<file path="src/rtl/div_unit.sv">
// rtl/div_unit.sv - iterative RV32M divider (DIV/DIVU/REM/REMU), radix-2 restoring
// Magnitudes are divided unsigned; signs are re-applied when the last quotient bit lands.
module div_unit #(
  parameter int BITS_PER_CYCLE = 1
) (
  input  logic        CLK,
  input  logic        nrst,
  input  logic        en,
  input  logic        load_hazard,
  input  logic [1:0]  div_op,
  input  logic [31:0] op_a,
  input  logic [31:0] op_b,
  output logic [31:0] res,
  output logic        div_stall,
  output logic        busy
);

  localparam int STEPS = 32 / BITS_PER_CYCLE;
  localparam logic [4:0] LAST = 5'(STEPS - 1);

  typedef enum logic [1:0] {
    IDLE = 2'd0,
    CALC = 2'd1,
    DONE = 2'd2
  } state_e;

  state_e      state_q;
  logic [4:0]  count_q;
  logic [31:0] dvd_q;
  logic [31:0] dsr_q;
  logic [31:0] rem_q;
  logic [31:0] quot_q;
  logic [31:0] result_q;
  logic        q_neg_q;
  logic        r_neg_q;
  logic        rem_sel_q;

  logic [31:0] dvd_d;
  logic [31:0] rem_d;
  logic [31:0] quot_d;
  logic [32:0] shifted;
  logic [32:0] diff;

  logic        is_signed;
  logic        a_neg;
  logic        b_neg;
  logic [31:0] a_mag;
  logic [31:0] b_mag;
  logic        div_zero;
  logic        ovf;
  logic [31:0] q_fix;
  logic [31:0] r_fix;
  logic [31:0] fin;

  // Operand decode; -0x80000000 wraps back to 0x80000000, which is the correct magnitude.
  always_comb begin
    is_signed = ~div_op[0];
    a_neg     = is_signed & op_a[31];
    b_neg     = is_signed & op_b[31];
    a_mag     = a_neg ? (~op_a + 32'd1) : op_a;
    b_mag     = b_neg ? (~op_b + 32'd1) : op_b;
    div_zero  = (op_b == 32'd0);
    ovf       = is_signed && (op_a == 32'h8000_0000) && (op_b == 32'hFFFF_FFFF);
  end

  // BITS_PER_CYCLE chained restoring steps; bit 32 of diff is the borrow.
  always_comb begin
    dvd_d   = dvd_q;
    rem_d   = rem_q;
    quot_d  = quot_q;
    shifted = 33'd0;
    diff    = 33'd0;
    for (int i = 0; i < BITS_PER_CYCLE; i++) begin
      shifted = {rem_d, dvd_d[31]};
      dvd_d   = {dvd_d[30:0], 1'b0};
      diff    = shifted - {1'b0, dsr_q};
      if (!diff[32]) begin
        rem_d  = diff[31:0];
        quot_d = {quot_d[30:0], 1'b1};
      end else begin
        rem_d  = shifted[31:0];
        quot_d = {quot_d[30:0], 1'b0};
      end
    end
  end

  always_comb begin
    q_fix = q_neg_q ? (~quot_d + 32'd1) : quot_d;
    r_fix = r_neg_q ? (~rem_d + 32'd1) : rem_d;
    fin   = rem_sel_q ? r_fix : q_fix;
  end

  always_ff @(posedge CLK) begin
    if (!nrst) begin
      state_q   <= IDLE;
      count_q   <= 5'd0;
      dvd_q     <= 32'd0;
      dsr_q     <= 32'd0;
      rem_q     <= 32'd0;
      quot_q    <= 32'd0;
      result_q  <= 32'd0;
      q_neg_q   <= 1'b0;
      r_neg_q   <= 1'b0;
      rem_sel_q <= 1'b0;
    end else begin
      case (state_q)
        IDLE: begin
          if (en) begin
            dvd_q     <= a_mag;
            dsr_q     <= b_mag;
            q_neg_q   <= a_neg ^ b_neg;
            r_neg_q   <= a_neg;
            rem_sel_q <= div_op[1];
            rem_q     <= 32'd0;
            quot_q    <= 32'd0;
            count_q   <= 5'd0;
            if (div_zero) begin
              result_q <= div_op[1] ? op_a : 32'hFFFF_FFFF;
              state_q  <= DONE;
            end else if (ovf) begin
              result_q <= div_op[1] ? 32'd0 : 32'h8000_0000;
              state_q  <= DONE;
            end else begin
              state_q  <= CALC;
            end
          end
        end
        CALC: begin
          // en low here means the instruction was flushed; drop it silently.
          if (!en) begin
            state_q <= IDLE;
          end else begin
            dvd_q   <= dvd_d;
            rem_q   <= rem_d;
            quot_q  <= quot_d;
            count_q <= count_q + 5'd1;
            if (count_q == LAST) begin
              result_q <= fin;
              state_q  <= DONE;
            end
          end
        end
        DONE: begin
          if (!load_hazard) state_q <= IDLE;
        end
        default: state_q <= IDLE;
      endcase
    end
  end

  assign div_stall = nrst & en & (state_q != DONE);
  assign busy      = (state_q == CALC);
  assign res       = (state_q == DONE) ? result_q : 32'd0;

endmodule

</file>
<file path="config.mk">
export PLATFORM = sky130hd
export DESIGN_NAME = div_unit
export DESIGN_NICKNAME = d
export VERILOG_FILES = /design/src/rtl/div_unit.sv
export SDC_FILE = /design/constraint.sdc
export NUM_CORES = 1
export LEC_CHECK = 0
export CAP_MARGIN = 5
export CORE_ASPECT_RATIO = 0.9
export CORE_UTILIZATION = 54
export CTS_CLUSTER_SIZE = 30
export DETAILED_ROUTE_END_ITERATION = 12
export PLACE_DENSITY = 0.77
export REMOVE_ABC_BUFFERS = 1
export SKIP_CTS_REPAIR_TIMING = 1
export SLEW_MARGIN = 10
export SYNTH_ARGS = -nofsm -noshare
export SYNTH_HDL_FRONTEND = slang
export SYNTH_SLANG_ARGS = --single-unit
</file>
<file path="constraint.sdc">
create_clock -name CLK -period 6.3 [get_ports CLK]
set_clock_uncertainty 0.15 [all_clocks]
set_input_delay 0.945 -clock CLK [delete_from_list [all_inputs] [get_ports CLK]]
set_output_delay 0.945 -clock CLK [all_outputs]
set_load 0.05 [all_outputs]
</file>
==> impl_metrics.json, run 1 <==
{
  "outcome": "finished, final reports clean",
  "slew_headroom_pct": 21.82,
  "critical-path-top-cell-by-count": "or3_1",
  "powerDensity_mw_per_mm2": 229.9,
  "clock-root-buffer": "clkbuf_16",
  "crit_cells": 23,
  "fin_nets": 1817,
  "synthArstFlopShare_pct": 0,
  "clk_pin_slew_ns": 0.07,
  "gr-total-overflow": 0,
  "firstDrtPassIters": 5,
  "pin_count": 104,
  "yosys-top-cells-area": "dfxtp_1, a21oi_1, o21ai_0",
  "ys_types": 75,
  "slowest_delay_ns": 0.46,
  "cap_violations": 0,
  "worstPathMaxFanout": 8,
  "p_leak_nw": 5.185,
  "finalHoldViolCount": 0,
  "rsz0062_at_grt": "no",
  "postSynthCellCount": 1665,
  "busiest_layer": "met2",
  "grt_pass1_vias": 11549,
  "setup-violations-final": 0,
  "yosys.area.top_type": "dfxtp_1",
  "die_x_um": 159.5,
  "setup.worst_path.class": "reg2reg",
  "final_common_cell": "a21oi_1",
  "cts_htree_levels": 4,
  "start_util_pct": 55.39,
  "cts_num_sinks": 169,
  "grt_usage_pct": 33.27,
  "synth_area_mm2": 0.01205,
  "yosys_register_bits": 169,
  "end_kind": "flop",
  "worstSkewPairLatency_ns": 0.44,
  "ys.flop_type": "dfxtp_1",
  "min_path_type": "reg2reg",
  "portBuffers": 103,
  "row_count": 51,
  "use_met3_pct": 4.646,
  "critPathTopFamily": "simple AND/OR/NAND/NOR gates",
  "syn_to_final_growth_pct": 14.87,
  "coreArea_mm2": 0.02176,
  "synth_edf_count": 0,
  "mostFrequentLayoutCells": "a21oi_1, nor2_1, dfxtp_1, o21ai_0, nand2_1",
  "die_h_um": 143.7,
  "drive_gt1_share_pct": 4.479,
  "cts_buffer_depth": 2,
  "max-vdd-ir-drop_mv": 0.1402,
  "synth_top_area_share_pct": 28.07,
  "crit_chain": "inv_1, ha_1, inv_1, fa_1, a211oi_2, o21ai_2, o211a_1, o2111a_1, or3_1, and2_2, inv_2, ha_1, nand2_1, or2_2, or3_1, or2_2, or3_1, nand2b_1, o21ai_0, xnor2_1, o21ai_0, nor4b_1, a22o_1",
  "worstMarginPinSlew_ns": 1.167,
  "gp_congestion": 0.9332,
  "grt_use_met1_pct": 47.66,
  "stdcell_count": 2012,
  "dp_cells": 1979,
  "place_area_mm2": 0.01324,
  "fmax_ghz": 0.1704,
  "setup_slack_ns": 0.4314,
  "vias": 12571,
  "worstPathArrival_ns": 6.10,
  "period_needed_ns": 5.869,
  "cts_tree": "yes",
  "finalInstanceArea_mm2": 0.01384,
  "grt_max_degree": 69,
  "drc": 0,
  "holdPathStages": 2,
  "drv_slew": 0,
  "met2_usage_pct": 50.88,
  "grt_pass1_wl_um": 61170,
  "cp.required_ns": 6.53,
  "die_area_mm2": 0.02292,
  "synth.avg_cell_area_um2": 7.239,
  "antenna_found_initial": 0,
  "cp_slowest_cell": "or3_1",
  "ys_seq_area_share_pct": 28.07,
  "crit_buf_inv": 3,
  "reg2reg_depth": 23,
  "finalSetupTns_ns": 0,
  "wl_per_cell_um": 18.96,
  "routed_wl_um": 38140,
  "start_kind": "flop",
  "cts-buffers-inserted": 17,
  "viasPerCell": 6.248,
  "dp.final_hpwl_um": 27670,
  "dp_slack_ns": 0.5057,
  "yosys_warnings": 0,
  "drt_iter0_drc": 1371,
  "min_period_over_period_pct": 93.15,
  "ant_nets": 0
}
-- report_power, final --
group | internal (mW) | total (mW) | leakage, nW | switching, mW
logic | 0.333 | 0.925 | 3.52 | 0.592
registers | 1.13 | 1.16 | 1.38 | 0.0375
clock network | 0.608 | 1.09 | 0.292 | 0.486
-- metrics by stage --
step	hold slack (ns)	util, %	power (mW)
after global placement	0.2871	60.85	2.075
final	0.3050	63.62	3.183
after CTS	0.3085	63.60	3.174
after detailed placement	0.2934	60.85	2.085
after floorplan	0.2681	-	1.793
after global routing	0.3245	63.60	3.336
-- cell type report --
class                      count  area (um2)
timing repair buffer         125        1209
antenna                        2       5.005
sequential                   169        3383
multi-input combinational   1335        8063
clock buffer                  19       442.9
fill                        2020        7915
tap                          291       364.1
inverter                      59       221.5
clock inverter                12       156.4
-- path summary, 6_finish.rpt --
| path | from | to | slack [ns] |
|---|---|---|---|
| worst min register to register | dsr_q[16]$_SDFFE_PN0P_ | dsr_q[16]$_SDFFE_PN0P_ | 0.30 |
| worst max register to register | dvd_q[31]$_SDFFE_PN0P_ | result_q[30]$_SDFFE_PN0P_ | 0.43 |
| worst min-delay path | dsr_q[16]$_SDFFE_PN0P_ | dsr_q[16]$_SDFFE_PN0P_ | 0.30 |
| worst max-delay path | dvd_q[31]$_SDFFE_PN0P_ | result_q[30]$_SDFFE_PN0P_ | 0.43 |
-- cells in the mapped netlist, drive strengths merged, types with 15 or more instances --
cell      n
or3      21
a22oi    44
inv      59
nor2    192
dfxtp   169
o41ai    15
xnor2    77
mux2i    17
nand4    19
o21ai   172
nor4     18
ha       39
and2     45
xor2     60
a31oi    28
a21oi   199
buf      16
nand2   145
nor3     37
o31ai    16
nand2b   17
clkbuf   86
-- worst min-delay path: cells and delay by family, from the launching register on --
kind	cells	cell delay, ns
AO/OA/AOI/OAI	1	0.05
AND/OR/NAND/NOR	1	0.04
flip-flops	1	0.33
-- state kept, by name, indices dropped and copies added (netlist names) --
register and count:
dvd_q 32, rem_sel_q 1, rem_q 32, count_q 5, dsr_q 32, r_neg_q 1
quot_q 31, state_q 2, q_neg_q 1, result_q 32
-- layer usage --
| layer | routed length, um | share of wire [%] |
|---|---|---|
| met4 | 954 | 2.5 |
| met2 | 16460 | 43 |
| met3 | 2706 | 7.1 |
| met5 | 0 | 0 |
| met1 | 18030 | 47 |
-- kinds of logic (layout without fill, tap and decap cells) --
kind of cell             Yosys count  after routing  share of synthesized area (%)
AND/OR/NAND/NOR                  559            559                          21.91
multiplexers                      19             19                          1.630
buffers and inverters            161            215                          5.128
AO/OA/AOI/OAI                    580            580                          29.09
XOR/XNOR                         137            137                          9.955
adder cells (fa/ha/maj)           40             40                          4.215
other                              0              2                              0
flip-flops                       169            169                          28.07
Note: power is estimated with default switching activity, not from simulation.
==> run 2, diff against run 1 <==
- TNS_END_PERCENT: not set -> 30
==> results of run 2 <==
Same layout as run 1: the final DEF is identical, and so are final timing and power.
==> run 3, diff against run 2 <==
- PLACE_DENSITY: 0.77 -> 0.78
- SKIP_LAST_GASP: not set -> 1
==> run 3 against run 2 <==
Net effect: count of clock-buffer cells in the layout increased by 1; setup slack got worse by 0.019 ns; utilization increased by 0.069 points; critical path depth unchanged; routed wire length increased by 0.12%; combinational power about the same; highest routed layer unchanged; critical path type unchanged; total power increased by 0.67%; first-iteration DRC count decreased by 12%; via count decreased by 0.11%; maximum frequency decreased by 0.32%; worst hold slack got worse by 0.00088 ns; clock power about the same.
==> impl_metrics.json, run 3 (synthesized netlist as in run 1, its figures left out) <==
{
  "outcome": "finished, final reports clean",
  "drc": 0,
  "p_leak_nw": 5.199,
  "die_x_um": 159.5,
  "gr-total-overflow": 0,
  "worstPathMaxFanout": 8,
  "setup.worst_path.class": "reg2reg",
  "slowest_delay_ns": 0.46,
  "pin_count": 104,
  "dp_slack_ns": 0.5314,
  "setup_slack_ns": 0.4125,
  "coreArea_mm2": 0.02176,
  "clk_pin_slew_ns": 0.07,
  "syn_to_final_growth_pct": 14.99,
  "multi_input_area_mm2": 0.008063,
  "dp.final_hpwl_um": 27460,
  "gp_congestion": 0.9415,
  "clock-root-buffer": "clkbuf_16",
  "cts_num_sinks": 169,
  "min_period_over_period_pct": 93.45,
  "grt_pass1_wl_um": 60130,
  "ant_nets": 0,
  "vias": 12557,
  "drive_gt1_share_pct": 4.590,
  "drt_iter0_drc": 1210,
  "crit_buf_inv": 3,
  "cts_htree_levels": 4,
  "mostFrequentLayoutCells": "a21oi_1, nor2_1, dfxtp_1, o21ai_0, nand2_1",
  "grt_max_degree": 53,
  "worstMarginPinSlew_ns": 1.105,
  "worstPathArrival_ns": 6.13,
  "setup-violations-final": 0,
  "cap_violations": 0,
  "regArea_mm2": 0.003383,
  "fin_nets": 1818,
  "critical-path-top-cell-by-count": "or3_1",
  "max-vdd-ir-drop_mv": 0.1493,
  "row_count": 51,
  "cts_buffer_depth": 2,
  "holdWs_ns": 0.3041,
  "powerDensity_mw_per_mm2": 231.2,
  "viasPerCell": 6.241,
  "final_common_cell": "a21oi_1",
  "critPathTopFamily": "simple AND/OR/NAND/NOR gates",
  "rsz0062_at_grt": "no",
  "cp_slowest_cell": "or3_1",
  "grt_usage_pct": 33.02,
  "routed_wl_um": 38190,
  "crit_chain": "inv_1, ha_1, inv_1, fa_1, a211oi_2, o21ai_2, o211a_1, o2111a_1, or3_1, and2_2, inv_2, ha_1, nand2_1, or2_2, or3_1, or2_2, or3_1, nand2b_1, o21ai_0, xnor2_1, o21ai_0, nor4b_1, a22o_1",
  "portBuffers": 103,
  "num-fill-cells": 2007,
  "slew_headroom_pct": 26.24,
  "antenna_found_initial": 0,
  "fmax_ghz": 0.1699,
  "firstDrtPassIters": 6,
  "worstSkewPairLatency_ns": 0.45,
  "start_util_pct": 55.39,
  "die_h_um": 143.7,
  "min_path_type": "reg2reg",
  "start_kind": "flop",
  "finalHoldViolCount": 0,
  "finalSetupTns_ns": 0,
  "cts_tree": "yes",
  "grt_pass1_vias": 11252,
  "drv_slew": 0,
  "period_needed_ns": 5.887,
  "end_kind": "flop",
  "die_area_mm2": 0.02292,
  "cts-buffers-inserted": 17,
  "diodes": 0,
  "wl_per_cell_um": 18.98,
  "cp.required_ns": 6.54,
  "postLayoutCoreUtil_pct": 63.69
}
[run 3: cell types whose count changed in the layout (fill, tap and decap cells not counted)]
cell	delta
clkinv_4	+1
clkbuf_8	+1
diode_2	-2
inv_8	-1
buf_4	+1
clkinvlp_4	-1
inv_6	+1
[run 3: final cells by class]
class | count | share of cell area [%]
Multi-Input combinational cell | 1335 | 58.17
Sequential cell | 169 | 24.41
Timing Repair Buffer | 126 | 8.775
Clock buffer | 20 | 3.295
Tap cell | 291 | 2.627
Inverter | 59 | 1.598
Clock inverter | 12 | 1.119
[run 3: where the power goes]
part           internal, mW  leakage (nW)  switching [mW]
sequential             1.13          1.38          0.0374
combinational         0.334          3.52           0.590
clock                 0.620         0.302           0.497
total                  2.08          5.20            1.12
[run 3: tightest hold or removal path, stage by stage (launching register included)]
cell	delay (ns)
dfxtp_1	0.33
nand2_1	0.04
o21ai_0	0.05
[run 3: through the flow]
stage          area (um2)  power (mW)  std cells
6_report            13860       3.204       2012
5_1_grt             13860       3.354       2012
4_1_cts             13860       3.194       2012
3_5_place_dp        13250       2.082       1980
3_3_place_gp        13250       2.075       1980
2_1_floorplan       11660       1.793       1563
[run 3: final timing paths]
| path | start | endpoint | slack [ns] | cells after the start |
|---|---|---|---|---|
| setup / recovery | dvd_q[31]$_SDFFE_PN0P_ | result_q[30]$_SDFFE_PN0P_ | 0.41 | 23 |
| hold / removal | dsr_q[17]$_SDFFE_PN0P_ | dsr_q[17]$_SDFFE_PN0P_ | 0.30 | 2 |
| setup reg to reg | dvd_q[31]$_SDFFE_PN0P_ | result_q[30]$_SDFFE_PN0P_ | 0.41 | 23 |
| hold reg to reg | dsr_q[17]$_SDFFE_PN0P_ | dsr_q[17]$_SDFFE_PN0P_ | 0.30 | 2 |
[run 3: routing by layer]
metal	global-route usage [%]	wire length [um]	up-vias
li1	-	-	6071
met1	46.92	17600	5819
met2	48.84	16120	599
met3	6.580	3305	68
met4	12.70	1163	0
met5	0	0	-
==> RTL edit, RTL diff (settings of run 3) <==
Make the reset (`nrst`) asynchronous in one clocked block.
--- a/src/rtl/div_unit.sv
+++ b/src/rtl/div_unit.sv
@@ -90,7 +90,7 @@
     fin   = rem_sel_q ? r_fix : q_fix;
   end
 
-  always_ff @(posedge CLK) begin
+  always_ff @(posedge CLK or negedge nrst) begin
     if (!nrst) begin
       state_q   <= IDLE;
       count_q   <= 5'd0;
Check against the original RTL: differs if nrst is asserted again (counterexample within 4 cycles, from zero or initial values and one cycle with nrst low); with nrst held inactive, the same outputs for 4 cycles.
==> RTL edit against run 3 <==
Setup slack gained 0.70 ns. Synthesized area grew 5.9%. Synthesized cell count shrank 3.1%. Global-route usage shrank 0.45 points. Worst hold slack gained 0.018 ns. Sequential cell count is the same. First-iteration DRC count grew 28%. Wire length shrank 0.22%. Core utilization shrank 0.30 points. Critical path depth shrank 4. Final area grew 4.5%. Largest cell class unchanged.
Power is not compared: it rests on default switching activity, and its combinational part moved more than twofold at a synthesized area within 25%.
==> RTL edit: results (changes against run 3) <==
place_ws_ns: 1.18  # +0.650 ns
placedInstanceArea_um2: 13900  # +4.8%
slowest_stage: "ha_1"
first_iter_violations: 1553  # +28%
ys_seq_area_frac: 0.331  # +0.0505
path_max_fanout: 24  # +16
grt_max_degree: 82  # +55%
place.gp.congestion: 0.967  # +2.7%
drive_gt1_frac: 0.0515  # +0.00556
vias_per_cell: 6.30  # +0.91%
dp_cells: 1936  # -2.2%
hold_class: "input pin to async pin"
vias: 12400  # -1.3%
status: "complete, no violations"
async_flop_share: 1.00  # +1.00
track_usage: 0.326  # -0.00448
ys_top_cells_by_area: "dfrtp_1 (33%), o21ai_0 (8.5%), nand2_1 (6.0%), a21oi_1 (5.1%), xnor2_1 (4.8%)"
relSlewSlack: 0.209  # -0.0530
hpwl_um: 28400  # +3.4%
cp_data_arrival_time_ns: 5.40  # -0.73 ns
postSynthAreaPerCell_um2: 7.91  # +9.3%
nets: 1768  # -2.8%
synth_commonest_cells: "o21ai_0 (217), nand2_1 (204), dfrtp_1 (169)"
grt_pass1_wl_um: 61700  # +2.6%
drt_first_pass_iters: 5  # -1
ys_types: 85  # +13%
[RTL edit: cell count changes after synthesis, moves of 19 or more]
cell / change
dfrtp_1: +169
dfxtp_1: -169
nor2_1: -73
a21oi_1: -68
nand2_1: +59
o21ai_0: +50
a22oi_1: -39
a22o_1: +35
clkbuf_1: -19
[RTL edit: kinds of logic (layout without fill, tap and decap cells)]
logic type | Yosys count | count (layout) | synth area share
adders and majority gates | 40 | 40 | 0.0398
buffers and inverters | 152 | 209 | 0.0493
and+or+nand+nor | 561 | 561 | 0.213
DFF | 169 | 169 | 0.331
AOI/OAI and AO/OA | 537 | 537 | 0.258
xor gates and xnor gates | 133 | 133 | 0.0912
muxes | 22 | 22 | 0.0178
[RTL edit: worst paths after layout]
check / start / endpoint / slack (ns) / depth (start not counted)
setup / recovery: rem_q[17]$_DFFE_PN0P_ / result_q[26]$_DFFE_PN0P_ / 1.12 / 19
hold / removal: nrst / dsr_q[30]$_DFFE_PN0P_ / 0.32 / 1
setup reg to reg: rem_q[17]$_DFFE_PN0P_ / result_q[26]$_DFFE_PN0P_ / 1.12 / 19
hold reg to reg: result_q[6]$_DFFE_PN0P_ / result_q[6]$_DFFE_PN0P_ / 0.33 / 2
max in group asynchronous: nrst / rem_q[14]$_DFFE_PN0P_ / 4.46 / 2
min in group CLK: result_q[6]$_DFFE_PN0P_ / result_q[6]$_DFFE_PN0P_ / 0.33 / 2
[RTL edit: worst max-delay path: cells and delay by family, from the launching register on]
| kind | cells | cell delay, ns |
|---|---|---|
| DFF | 1 | 0.42 |
| AOI/OAI and AO/OA | 6 | 1.10 |
| and+or+nand+nor | 9 | 2.26 |
| xor gates and xnor gates | 1 | 0.19 |
| buffers and inverters | 1 | 0.23 |
| adders and majority gates | 2 | 0.75 |
[RTL edit: area by class of cell]
type / count / area [um^2]
clock buffer: 19 / 453
clock inverter: 13 / 135
fill: 2005 / 8360
inverter: 59 / 224
multi-input combinational: 1293 / 7920
sequential: 169 / 4230
tap: 297 / 372
timing repair buffer: 118 / 1140
[RTL edit: per-layer routing]
metal	vias to the layer above	global-route usage	part of all wire
li1	5870	-	-
met1	5871	0.464	0.44
met2	576	0.492	0.44
met3	77	0.0741	0.096
met4	0	0.0944	0.025
met5	-	0	0
[RTL edit: power by group through the flow]
stage | Clock (mW) | Sequential, mW | Combinational (mW)
after floorplan | 0 | 1.37 | 2.51
after global placement | 0 | 1.41 | 3.33
after detailed placement | 0 | 1.42 | 3.39
after CTS | 1.07 | 1.40 | 3.41
after global routing | 1.11 | 1.42 | 3.82
final | 1.06 | 1.40 | 3.48
